--- src/rtl/scb_pip1_pkg.sv ---
// Shared widths, pipe codes and helpers for the pip1 scoreboard controller.
package scb_pip1_pkg;
  localparam int N_CELL  = 8;
  localparam int W_ident = 4;
  localparam int W_pip   = 2;
  localparam int W_PA_rx = 5;
  localparam int W_state = 7;
  localparam int D_RES   = (1 << W_state) + 1;
  localparam int W_WB    = 1 + W_pip + W_PA_rx;
  localparam int W_RIDX  = W_state + 1;

  localparam logic [W_pip-1:0]   V_pip0  = 2'b01;
  localparam logic [W_pip-1:0]   V_pip1  = 2'b10;
  localparam logic [W_ident-1:0] ID_NONE = '1;

  typedef struct packed {
    logic               ready;
    logic [W_pip-1:0]   pip;
    logic [W_PA_rx-1:0] rd;
  } cand_wb_t;

  // Extract one cell's {ready,pip,rd} record from the flattened candidate bus.
  function automatic cand_wb_t cand_wb_slice(input logic [N_CELL*W_WB-1:0] v, input int idx);
    return cand_wb_t'(v[idx*W_WB +: W_WB]);
  endfunction
endpackage

--- src/rtl/scb_pip1_prio_sel.sv ---
// Lowest-index picker: reports whether any request is set and which one wins.
module scb_pip1_prio_sel #(
  parameter int N     = 8,
  parameter int W_IDX = $clog2(N)
) (
  input  logic [N-1:0]     req,
  output logic             found,
  output logic [W_IDX-1:0] idx
);
  always_comb begin
    found = 1'b0;
    idx   = '0;
    for (int i = N - 1; i >= 0; i--) begin
      if (req[i]) begin
        found = 1'b1;
        idx   = W_IDX'(i);
      end
    end
  end
endmodule

--- src/rtl/scb_ctrl_pip1.sv ---
// pip1 scoreboard controller: issue acceptance with per-pipe writeback slot
// reservation, free-cell selection, writeback grants and conflict detection.
module scb_ctrl_pip1
  import scb_pip1_pkg::*;
(
  input  logic                      clk,
  input  logic                      rst,
  input  logic                      CFI_PC_clear,
  input  logic                      issue_valid,
  input  logic [W_pip-1:0]          issue_pip,
  input  logic [W_PA_rx-1:0]        issue_rd,
  input  logic [W_state-1:0]        issue_state,
  output logic                      issue_ready,
  output logic [W_ident-1:0]        addr_insert,
  output logic [W_pip-1:0]          o_pip,
  output logic [W_PA_rx-1:0]        o_rd,
  output logic [W_state-1:0]        o_state,
  input  logic [N_CELL*W_WB-1:0]    cell_candit_wb,
  input  logic [N_CELL*W_ident-1:0] cell_candit_insert,
  output logic                      wb0_valid,
  output logic [W_PA_rx-1:0]        wb0_rd,
  output logic [W_ident-1:0]        wb0_cell,
  output logic                      wb1_valid,
  output logic [W_PA_rx-1:0]        wb1_rd,
  output logic [W_ident-1:0]        wb1_cell,
  output logic [W_ident-1:0]        occupancy,
  output logic                      wb_conflict
);
  localparam int W_IDX = $clog2(N_CELL);

  // Handshake: a request transfers in the cycle issue_valid && issue_ready;
  // issue_ready is combinational and the requester holds its fields until then.
  logic [D_RES-1:0]   res0, res1, res_sel, res_set;
  logic               clear_hold;
  logic [W_pip-1:0]   pip_q;
  logic [W_PA_rx-1:0] rd_q;
  logic [W_state-1:0] state_q;

  cand_wb_t           cand [N_CELL];
  logic [N_CELL-1:0]  free_vec, wb0_req, wb1_req;
  logic [W_ident-1:0] busy_cnt;
  logic [W_RIDX-1:0]  slot;
  logic               free_ok, wb0_found, wb1_found, pip_ok, accept;
  logic               multi0, multi1;
  logic [W_IDX-1:0]   free_idx, wb0_idx, wb1_idx;

  always_comb begin
    cand     = '{default: '0};
    free_vec = '0;
    wb0_req  = '0;
    wb1_req  = '0;
    busy_cnt = '0;
    for (int i = 0; i < N_CELL; i++) begin
      cand[i]     = cand_wb_slice(cell_candit_wb, i);
      free_vec[i] = cell_candit_insert[i*W_ident +: W_ident] != ID_NONE;
      // Stale cells are about to be flushed, so their completions are ignored.
      wb0_req[i]  = cand[i].ready && (cand[i].pip == V_pip0) && !CFI_PC_clear;
      wb1_req[i]  = cand[i].ready && (cand[i].pip == V_pip1) && !CFI_PC_clear;
      busy_cnt    = busy_cnt + W_ident'(~free_vec[i]);
    end
  end

  scb_pip1_prio_sel #(.N(N_CELL)) u_free_sel (.req(free_vec), .found(free_ok),   .idx(free_idx));
  scb_pip1_prio_sel #(.N(N_CELL)) u_wb0_sel  (.req(wb0_req),  .found(wb0_found), .idx(wb0_idx));
  scb_pip1_prio_sel #(.N(N_CELL)) u_wb1_sel  (.req(wb1_req),  .found(wb1_found), .idx(wb1_idx));

  // Slot s+1 is checked now; after this edge's shift it sits at bit s, i.e.
  // the cycle in which the loaded cell reports ready.
  always_comb begin
    slot        = W_RIDX'(issue_state) + W_RIDX'(1);
    pip_ok      = (issue_pip == V_pip0) || (issue_pip == V_pip1);
    res_sel     = (issue_pip == V_pip1) ? res1 : res0;
    accept      = issue_valid && free_ok && !clear_hold && !CFI_PC_clear && !rst &&
                  pip_ok && !res_sel[slot];
    issue_ready = accept;
    addr_insert = accept ? cell_candit_insert[free_idx*W_ident +: W_ident] : ID_NONE;
    o_pip       = accept ? issue_pip   : pip_q;
    o_rd        = accept ? issue_rd    : rd_q;
    o_state     = accept ? issue_state : state_q;
    res_set       = '0;
    res_set[slot] = accept;
  end

  always_comb begin
    wb0_valid = wb0_found && !rst;
    wb0_rd    = cand[wb0_idx].rd;
    wb0_cell  = W_ident'(wb0_idx);
    wb1_valid = wb1_found && !rst;
    wb1_rd    = cand[wb1_idx].rd;
    wb1_cell  = W_ident'(wb1_idx);
    multi0    = |(wb0_req & (wb0_req - N_CELL'(1)));
    multi1    = |(wb1_req & (wb1_req - N_CELL'(1)));
  end

  always_ff @(posedge clk) begin
    if (rst) begin
      res0        <= '0;
      res1        <= '0;
      clear_hold  <= 1'b1;
      occupancy   <= '0;
      wb_conflict <= 1'b0;
      pip_q       <= '0;
      rd_q        <= '0;
      state_q     <= '0;
    end else begin
      if (CFI_PC_clear) begin
        res0 <= '0;
        res1 <= '0;
      end else begin
        res0 <= (res0 | ((issue_pip == V_pip0) ? res_set : '0)) >> 1;
        res1 <= (res1 | ((issue_pip == V_pip1) ? res_set : '0)) >> 1;
      end
      clear_hold <= CFI_PC_clear;
      occupancy  <= busy_cnt;
      if (multi0 || multi1) wb_conflict <= 1'b1;
      if (accept) begin
        pip_q   <= issue_pip;
        rd_q    <= issue_rd;
        state_q <= issue_state;
      end
    end
  end
endmodule
--- config.mk ---
export PLATFORM = sky130hd
export DESIGN_NAME = scb_ctrl_pip1
export DESIGN_NICKNAME = d
export VERILOG_FILES = /design/src/rtl/scb_pip1_pkg.sv /design/src/rtl/scb_pip1_prio_sel.sv /design/src/rtl/scb_ctrl_pip1.sv
export SDC_FILE = /design/constraint.sdc
export NUM_CORES = 1
export LEC_CHECK = 0
export ABC_AREA = 0
export ABC_CLOCK_PERIOD_IN_PS = 7700
export CORE_UTILIZATION = 33
export DETAILED_ROUTE_END_ITERATION = 10
export MAX_ROUTING_LAYER = met4
export PLACE_DENSITY = 0.5
export SYNTH_ARGS = -nofsm -noshare
export SYNTH_HDL_FRONTEND = slang
export SYNTH_SLANG_ARGS = --single-unit
export TNS_END_PERCENT = 5
--- constraint.sdc ---
create_clock -name clk -period 7.7 [get_ports clk]
set_input_delay 1.54 -clock clk [delete_from_list [all_inputs] [get_ports clk]]
set_output_delay 1.54 -clock clk [all_outputs]
set_load 0.05 [all_outputs]
* Word-level counts from Yosys, hierarchy flattened *
Index checks and enable logic that the tools add are counted.
Widths: inputs -> output; s select.

storage, ports and cells
  register bits = 278
  output and inout port bits = 44
  logic and storage cells = 181

operators by class
  shift operators = 1
  muxes and demuxes = 65
  add/sub/neg operators = 10
  eq/ne operators = 26
  bitwise operators = 15
  $lt $le $gt $ge = 4
  reductions and logical operators = 50

operators by type and width
  kind                 number
  $mux 129             3
  $or 129x129->129     2
  $and 129x129->129    1
  $mux 3               24
  $bmux 8 s3           2
  $logic_and 1x1->1    41
  $ne 4x4->1 const B   8
  $not 1->4            8
  $shiftx 32x6->4      1
  $add 4x4->4          7
  $mux 1               26
  $mux 5               5
  $eq 2x1->1 const B   9
  $eq 2x2->1 const B   9
  $and 8x8->8          2
  $reduce_or 8->1      2
  $sub 8x1->8 const B  2
  $lt 8x9->1 const B   1
  $add 7x1->8 const B  1
  $bmux 1 s8           1
  $demux 1 s8          1
  $ge 4x4->1 const B   2
  $ge 8x1->1 const B   1
  $not 3->4            2
  6 further kinds      10

* Longest topological paths before layout *
  depth in word-level cells = 18
  mapped depth = 17
  gate-level depth less buffers = 11

* Modules after synthesis *
Synthesis repeated with hierarchy kept, for this count alone.

unflattened totals
  cells, all modules = 1553
  area, all modules = 14043.5 µm²

by module, submodules not included
  module             area each (µm²)  sequential area each (µm²)  cells each  instances
  scb_ctrl_pip1      13803.2          5525.3                      1514        1
  scb_pip1_prio_sel  80.1             0.0                         13          3

* Worst setup path before layout *
Ideal clock, no wire load.

  path type = input port to output port
  from = input port issue_state[0]
  to = output port addr_insert[0]
  setup slack = 0.595 ns
  arrival time = 5.565 ns
  path buffers = 8
  cell stages on the path = 17
  cell sequence = buf_2 buf_2 buf_1 inv_1 ha_1 buf_1 buf_1 mux2i_1 nor2_1 o41ai_1 a41oi_1 or3_1 buf_2 inv_2 buf_4 buf_4 o21ai_0

on the way
  word-level cells in the longest chain between the ends = 6

ends and longest elaborated chain
  what                          line                 source
  from (decl)                   scb_ctrl_pip1.sv:12  input logic [W_state-1:0] issue_state,
  $add 7x1->8                   scb_ctrl_pip1.sv:70  slot = W_RIDX'(issue_state) + W_RIDX'(1);
  $bmux 1 s8                    scb_ctrl_pip1.sv:74  pip_ok && !res_sel[slot];
  $mux 1 (not written as such)  scb_ctrl_pip1.sv:74
  $logic_not 1->1               scb_ctrl_pip1.sv:74
  $logic_and 1x1->1             scb_ctrl_pip1.sv:74
  via issue_ready               scb_ctrl_pip1.sv:13  output logic issue_ready,
  $mux 4                        scb_ctrl_pip1.sv:76  addr_insert = accept ? cell_candit_insert[free_idx*W_ident +: W_ident] : ID_NONE;
  to (decl)                     scb_ctrl_pip1.sv:14  output logic [W_ident-1:0] addr_insert,

The timed path passes the listed nets, and every way through them passes these cells. The select of a mux whose other input is x is not followed.

* Worst setup path after layout *
  from = input port issue_pip[0]
  to = output port o_state[4]

on the way
  word-level cells in the longest chain between the ends = 7
  elaborated cells on any way between the ends = 10
  classes of those cells = eq/ne (2); mux (4); reduce/logical (4)

ends and longest elaborated chain
  what                          line                                      source
  from (decl)                   scb_ctrl_pip1.sv:10                       input logic [W_pip-1:0] issue_pip,
  $eq 2x2->1                    scb_ctrl_pip1.sv:71, scb_ctrl_pip1.sv:72
  $mux 129                      scb_ctrl_pip1.sv:72                       res_sel = (issue_pip == V_pip1) ? res1 : res0;
  $bmux 1 s8                    scb_ctrl_pip1.sv:74
  $mux 1 (not written as such)  scb_ctrl_pip1.sv:74
  $logic_not 1->1               scb_ctrl_pip1.sv:74
  $logic_and 1x1->1 *           scb_ctrl_pip1.sv:74
  $mux 7 *                      n/a
  to (decl)                     scb_ctrl_pip1.sv:17                       output logic [W_state-1:0] o_state,

Every way passes the cells marked *; elsewhere a longest branch is shown, timed or not. The select of a mux whose other input is x is not followed.

==> run_results.csv <==
group,metric,value,unit
logic_synthesis,ys_warn_count,0,
grt,grt_max_degree,258,
detailed_routing,viasPerCell,5.930,
worst_setup_path,cp_max_fo,35,
worst_setup_path,end_kind,"output pin",
worst_setup_path,crit_type,"in2out",
worst_setup_path,rrSetupSlack,3.92,ns
clock_network,cts_hold_buf,0,
logic_synthesis,synthFlopType,"dfxtp_1",
detailed_routing,final_antenna_net_count,0,
floorplanning,dieArea,42340,um2
detailed_routing,vias,11450,
layout,nets,1499,
power_and_ir_drop,p_total,3.416,mW
grt,grt_pass1_wl,67470,um
detailed_routing,firstDrtPassIters,5,
detailed_routing,wl,43090,um
layout,syn_to_final_growth,23.13,%
worst_setup_path,path_depth,12,
layout,stdcell_count,1931,
place,routabilityCongestion,0.8174,
logic_synthesis,netlist_area,13700,um2
timing,finalHoldWorstSlack,0.4502,ns
timing,setup_tns,0,ns
logic_synthesis,synth.distinct_cells,52,
clock_network,clk-insertion-delay-late,0.58,ns
timing,finalCriticalPeriod,6.870,ns
clock_network,h-tree-depth,1,
logic_synthesis,netlist.area_leader.share,0.4033,
timing,setup_viol,0,
floorplanning,io_pins,158,
logic_synthesis,yosys_register_bits,276,
floorplanning,rows,74,
place,dp.cells,1870,
grt,grt_remaining_overflow,0,
detailed_routing,drc,0,
worst_setup_path,r2r_end,"res1[43]",
timing,clock_skew,0.01223,ns
clock_network,tritoncts,"done",
clock_network,cts_setup_buffers,0,
timing,rsz0062_at_grt,"false",
status,status,"completed",
grt,antenna_found_initial,3,
worst_setup_path,crit_buf_inv,4,
clock_network,cts.path.max_buffers,3,
floorplanning,start_util,0.3348,
clock_network,clock-sinks,276,
worst_setup_path,r2r_start,"res0[27]",
logic_synthesis,synthCells,1279,
clock_network,numCtsBuffers,31,
worst_setup_path,arrival,5.33,ns
timing,report.final.slew_viol_count,0,
worst_setup_path,path_cells,"clkdlybuf4s50_1, inv_1, ha_4, buf_12, mux4_2, mux2i_1, nor2_1, o41ai_1, a41oi_1, or3_4, mux2_2, buf_12",
timing,finalHoldViolations,0,
layout,drive_gt1_frac,0.1583,
power_and_ir_drop,p_per_area,202.5,nW/um2
place,io_buffers,155,
logic_synthesis,synth_edf_count,0,
logic_synthesis,avgSynthCellArea,10.71,um2
floorplanning,die_y,205.8,um
power_and_ir_drop,leakagePower,5.796,nW
worst_setup_path,cpMaxStageDelayCell,"mux4_2",
logic_synthesis,yosysMostFrequentCell,"dfxtp_1",
worst_setup_path,cp-startpoint,"issue_pip[0]",
place,placed_area,15780,um2
logic_synthesis,synthTopCellsByArea,"dfxtp_1, a32o_1, mux4_2, mux2i_1, o31ai_1",
logic_synthesis,ys_seq_area_frac,0.4033,
logic_synthesis,synth_area_leader_cell,"dfxtp_1",
worst_setup_path,cp_data_required_time,6.16,ns
place,post-dp-hpwl,27980,um
worst_setup_path,r2r_cells,9,
timing,finalCritPeriodShare,0.8922,
worst_setup_path,start_kind,"input port",
logic_synthesis,ys_async_sr_fraction,0,
worst_setup_path,cp_slowest_stage_delay,0.56,ns
clock_network,ctsResizeCount,0,
grt,gr-usage-all-layers,0.2093,
power_and_ir_drop,peakVddDrop,0.1539,mV
hold_path,hold_class,"reg2reg",
clock_network,clock-root-buffer,"clkbuf_16",
layout,seq_area,5525,um2
hold_path,hold_path.startpoint,"res1[109]",
layout,multi_input_area,7506,um2
worst_setup_path,crit_top_cell,"buf_12",
clock_network,clkTransAtPathRegs,0.06,ns
worst_setup_path,critPathCapture,"o_state[4]",
timing,slew_headroom,0.1727,
grt,grt_pass1_vias,11540,
detailed_routing,wl_per_cell,22.31,um
run,maxCapViolations,0,
detailed_routing,first_iter_violations,1040,
timing,clock.fmax,0.1456,GHz
worst_setup_path,crit_family,"multiplexers",
floorplanning,core,40920,um2
layout,fillCellCount,3962,
timing,worst_pin_slew,1.241,ns
layout,fin_area,16870,um2
floorplanning,die_w,205.8,um
logic_synthesis,synth.cells.most_frequent,"dfxtp_1, a32o_1, mux2i_1, nand2_1, nor2_1",
[cells in the final DEF (no fill, tap or decap), types with 19 or more instances in the layout]
cell,count
a21oi_1,34
a32o_1,190
buf_12,21
buf_4,29
clkbuf_16,31
clkdlybuf4s50_1,135
dfxtp_1,276
inv_1,23
mux2_2,34
mux2i_1,105
mux4_2,64
nand2_1,101
nor2_1,92
o21ai_0,19
o31ai_1,66
[layout make-up]
| cell class | instances | area share |
|---|---|---|
| Inverter | 24 | 0.005636 |
| Timing Repair Buffer | 185 | 0.1179 |
| Clock inverter | 16 | 0.01216 |
| Sequential cell | 276 | 0.3275 |
| Multi-Input combinational cell | 853 | 0.4449 |
| Antenna cell | 3 | 0.0004450 |
| Clock buffer | 42 | 0.05199 |
| Tap cell | 532 | 0.03945 |
[power by group]
group	internal (mW)	switching (mW)
Combinational	0.173	0.256
Sequential	1.43	0.00127
Clock	0.935	0.619
[layer usage]
layer | vias up | share of wire | global-route usage
li1 | 5223 | - | -
met1 | 5762 | 0.44 | 0.2709
met2 | 399 | 0.47 | 0.3306
met3 | 66 | 0.064 | 0.03991
met4 | 0 | 0.023 | 0.06085
met5 | - | 0 | -
[worst register-to-register path, cell delays in order, from the launching register on]
cell     delay (ns)
dfxtp_1        0.34
mux4_2         0.47
mux2i_1        0.26
a21oi_1        0.09
o41ai_1        0.39
a41oi_1        0.24
or3_4          0.62
inv_6          0.17
buf_12         0.41
a32o_1         0.72
[registers in the layout, summed over array words and instances (netlist names)]
name         cells
clear_hold       1
occupancy        4
pip_q            2
rd_q             5
res0           128
res1           128
state_q          7
wb_conflict      1
[kinds of logic (layout without fill, tap and decap cells)]
kind of cell	count (synthesis)	in the layout	share of synthesized area
compound gates	348	348	0.2178
fa+ha+maj	14	14	0.01498
simple gates	283	283	0.09844
flops	276	276	0.4033
buf+inv	151	267	0.05351
mux	203	203	0.2098
other cells	1	5	0.0002737
xor+xnor	3	3	0.001918
[metrics by stage]
| stage | utilization | setup WS, ns |
|---|---|---|
| 3_5_place_dp | 0.3856 | 0.8066 |
| 2_1_floorplan | - | 0.5952 |
| 5_1_grt | 0.4123 | 0.6411 |
| 6_report | 0.4123 | 0.8298 |
| 3_3_place_gp | 0.3856 | 0.7986 |
| 4_1_cts | 0.4121 | 0.7826 |
[worst min-delay path by stage]
stage                            to  depth (start not counted)
final                     res1[108]                          2
after global routing      res1[102]                          2
after CTS                 res0[101]                          2
after detailed placement  res0[101]                          2
after global placement    res0[118]                          2
after floorplan           res0[101]                          2
Power figures use the tool's default switching activity.
==> edit, RTL diff (same settings) <==
The package constant `W_PA_rx` goes from 5 to 10.
--- a/src/rtl/scb_pip1_pkg.sv
+++ b/src/rtl/scb_pip1_pkg.sv
@@ -5,3 +5,3 @@
   localparam int W_pip   = 2;
-  localparam int W_PA_rx = 5;
+  localparam int W_PA_rx = 10;
   localparam int W_state = 7;
Ports: changed (5 resized); port bits go from 158 to 218. The function was not compared with the original's and may differ.
==> edit against the original RTL <==
  * Total power increased by 5.9%
  * Utilization increased by 1.3 points
  * Routed wire length increased by 16%
  * Setup slack got worse by 0.14 ns
  * Critical endpoint is now o_state[1]
  * Via count increased by 9.3%
  * Combinational power increased by 35%
  * Critical path depth increased by 1
  * Synthesized area increased by 6.7%
  * Cell area increased by 9.2%
  * Sequential cell count increased by 5
==> edit: results (changes against the original RTL) <==
Outcome = finished clean
Comb_multi_in = 912 (+6.9%)
WP data arrival = 5.47 ns (+0.14 ns)
Leak = 6.58 nW (+13%)
Max rail drop VDD = 0.107 mV (-30%)
Top post-synthesis cells by area = dfxtp_1 (38%), a32o_1 (13%), mux4_2 (10%)
Fill count = 4229 (+6.7%)
Non-clock buffering overhead = 14.9% (+3.1 points)
Largest net degree at the start of global routing = 169 (-34%)
Clk tree area frac = 5.93% (-0.48 points)
Iter 0 DRT Violations = 984 (-5.4%)
Via-per-instance ratio = 5.86 (-1.2%)
Seq/Total Area, Yosys = 38.5% (-1.8 points)
YS warnings = 0 (unchanged)
Number of diodes = 0 (-3)
Final-stage net count = 1701 (+13%)
GPL Wtd Cong = 0.885 (+8.3%)
HPWL after DPL = 34000 µm (+21%)
Multi-input logic area = 8080 µm² (+7.7%)
Synth cell types = 66 (+27%)
IO Port Bufs = 215 (+39%)
Slew headroom = 24.8% (+7.5 points)
H-tree levels = 2 (+1)
Most common library cells after synthesis = dfxtp_1 (281), a32o_1 (183), mux2i_1 (108)
GRT Total Usage = 22.8% (+1.8 points)
Clk Latency, worst-skew pair = 0.54 ns (-0.04 ns)
WL/cell = 23.3 µm (+4.6%)
Number of global-route vias before repair = 12800 (+11%)
Clk_skew = 0.0209 ns (+0.00868 ns)
Inverters = 41 (+71%)
TritonCTS buffer count = 34 (+9.7%)
Initial antenna violation count = 0 (-3)
Pre-CTS setup slack = 0.719 ns (-0.0872 ns)
Buffers excl. clock = 258 (+39%)
Share of post-route cells with drive strength above 1 = 14.5% (-1.3 points)
First-pass GRT wire length = 76700 µm (+14%)
Sequential share of cell area = 30.5% (-2.2 points)
-- edit: cell families after synthesis --
family / synth area share (%)
buffers and inverters: 6.63
other: 0.0257
AOI/OAI and AO/OA: 23.4
adders and majority gates: 1.47
xor gates and xnor gates: 0.180
and+or+nand+nor: 10.7
DFF: 38.5
muxes: 19.1
-- edit: report_power, final --
part           total, W  leakage [nW]  switching, W  internal [W]
clock network   0.00158         0.543      0.000649      0.000932
registers       0.00146          2.26   0.000000896       0.00146
logic          0.000581          3.77      0.000343      0.000238
-- edit: worst paths after layout --
| kind | start | end | slack (ns) | depth (start not counted) |
|---|---|---|---|---|
| worst max register to register | res1[60] | res0[58] | 4.12 | 9 |
| worst min register to register | res0[6] | res0[5] | 0.45 | 2 |
| worst max-delay path | issue_state[1] | o_state[1] | 0.69 | 13 |
| worst min-delay path | res0[6] | res0[5] | 0.45 | 2 |
-- edit: worst max-delay path, cell delays in order --
cell,delay [ns]
clkdlybuf4s50_1,0.55
inv_1,0.09
ha_2,0.60
buf_4,0.43
mux4_2,0.37
mux2i_1,0.30
o22a_1,0.18
o2111ai_1,0.11
nand4b_1,0.21
buf_4,0.42
nand3_1,0.21
o21ai_0,0.21
buf_12,0.19
-- edit: per-stage QoR --
step                      total power [W]  std cells  cell area [µm²]
final                             0.00362       2137            18400
after global routing              0.00375       2137            18400
after CTS                         0.00366       2137            18400
after detailed placement          0.00207       2077            17300
after global placement            0.00207       2077            17300
after floorplan                   0.00184       1399            14600
-- edit: per-layer routing --
layer	vias up	track usage (%)	wire length, µm
met4	0	4.34	665
met1	6295	30.2	22600
li1	5743	-	-
met5	-	-	0
met3	47	5.27	3680
met2	434	35.4	22900
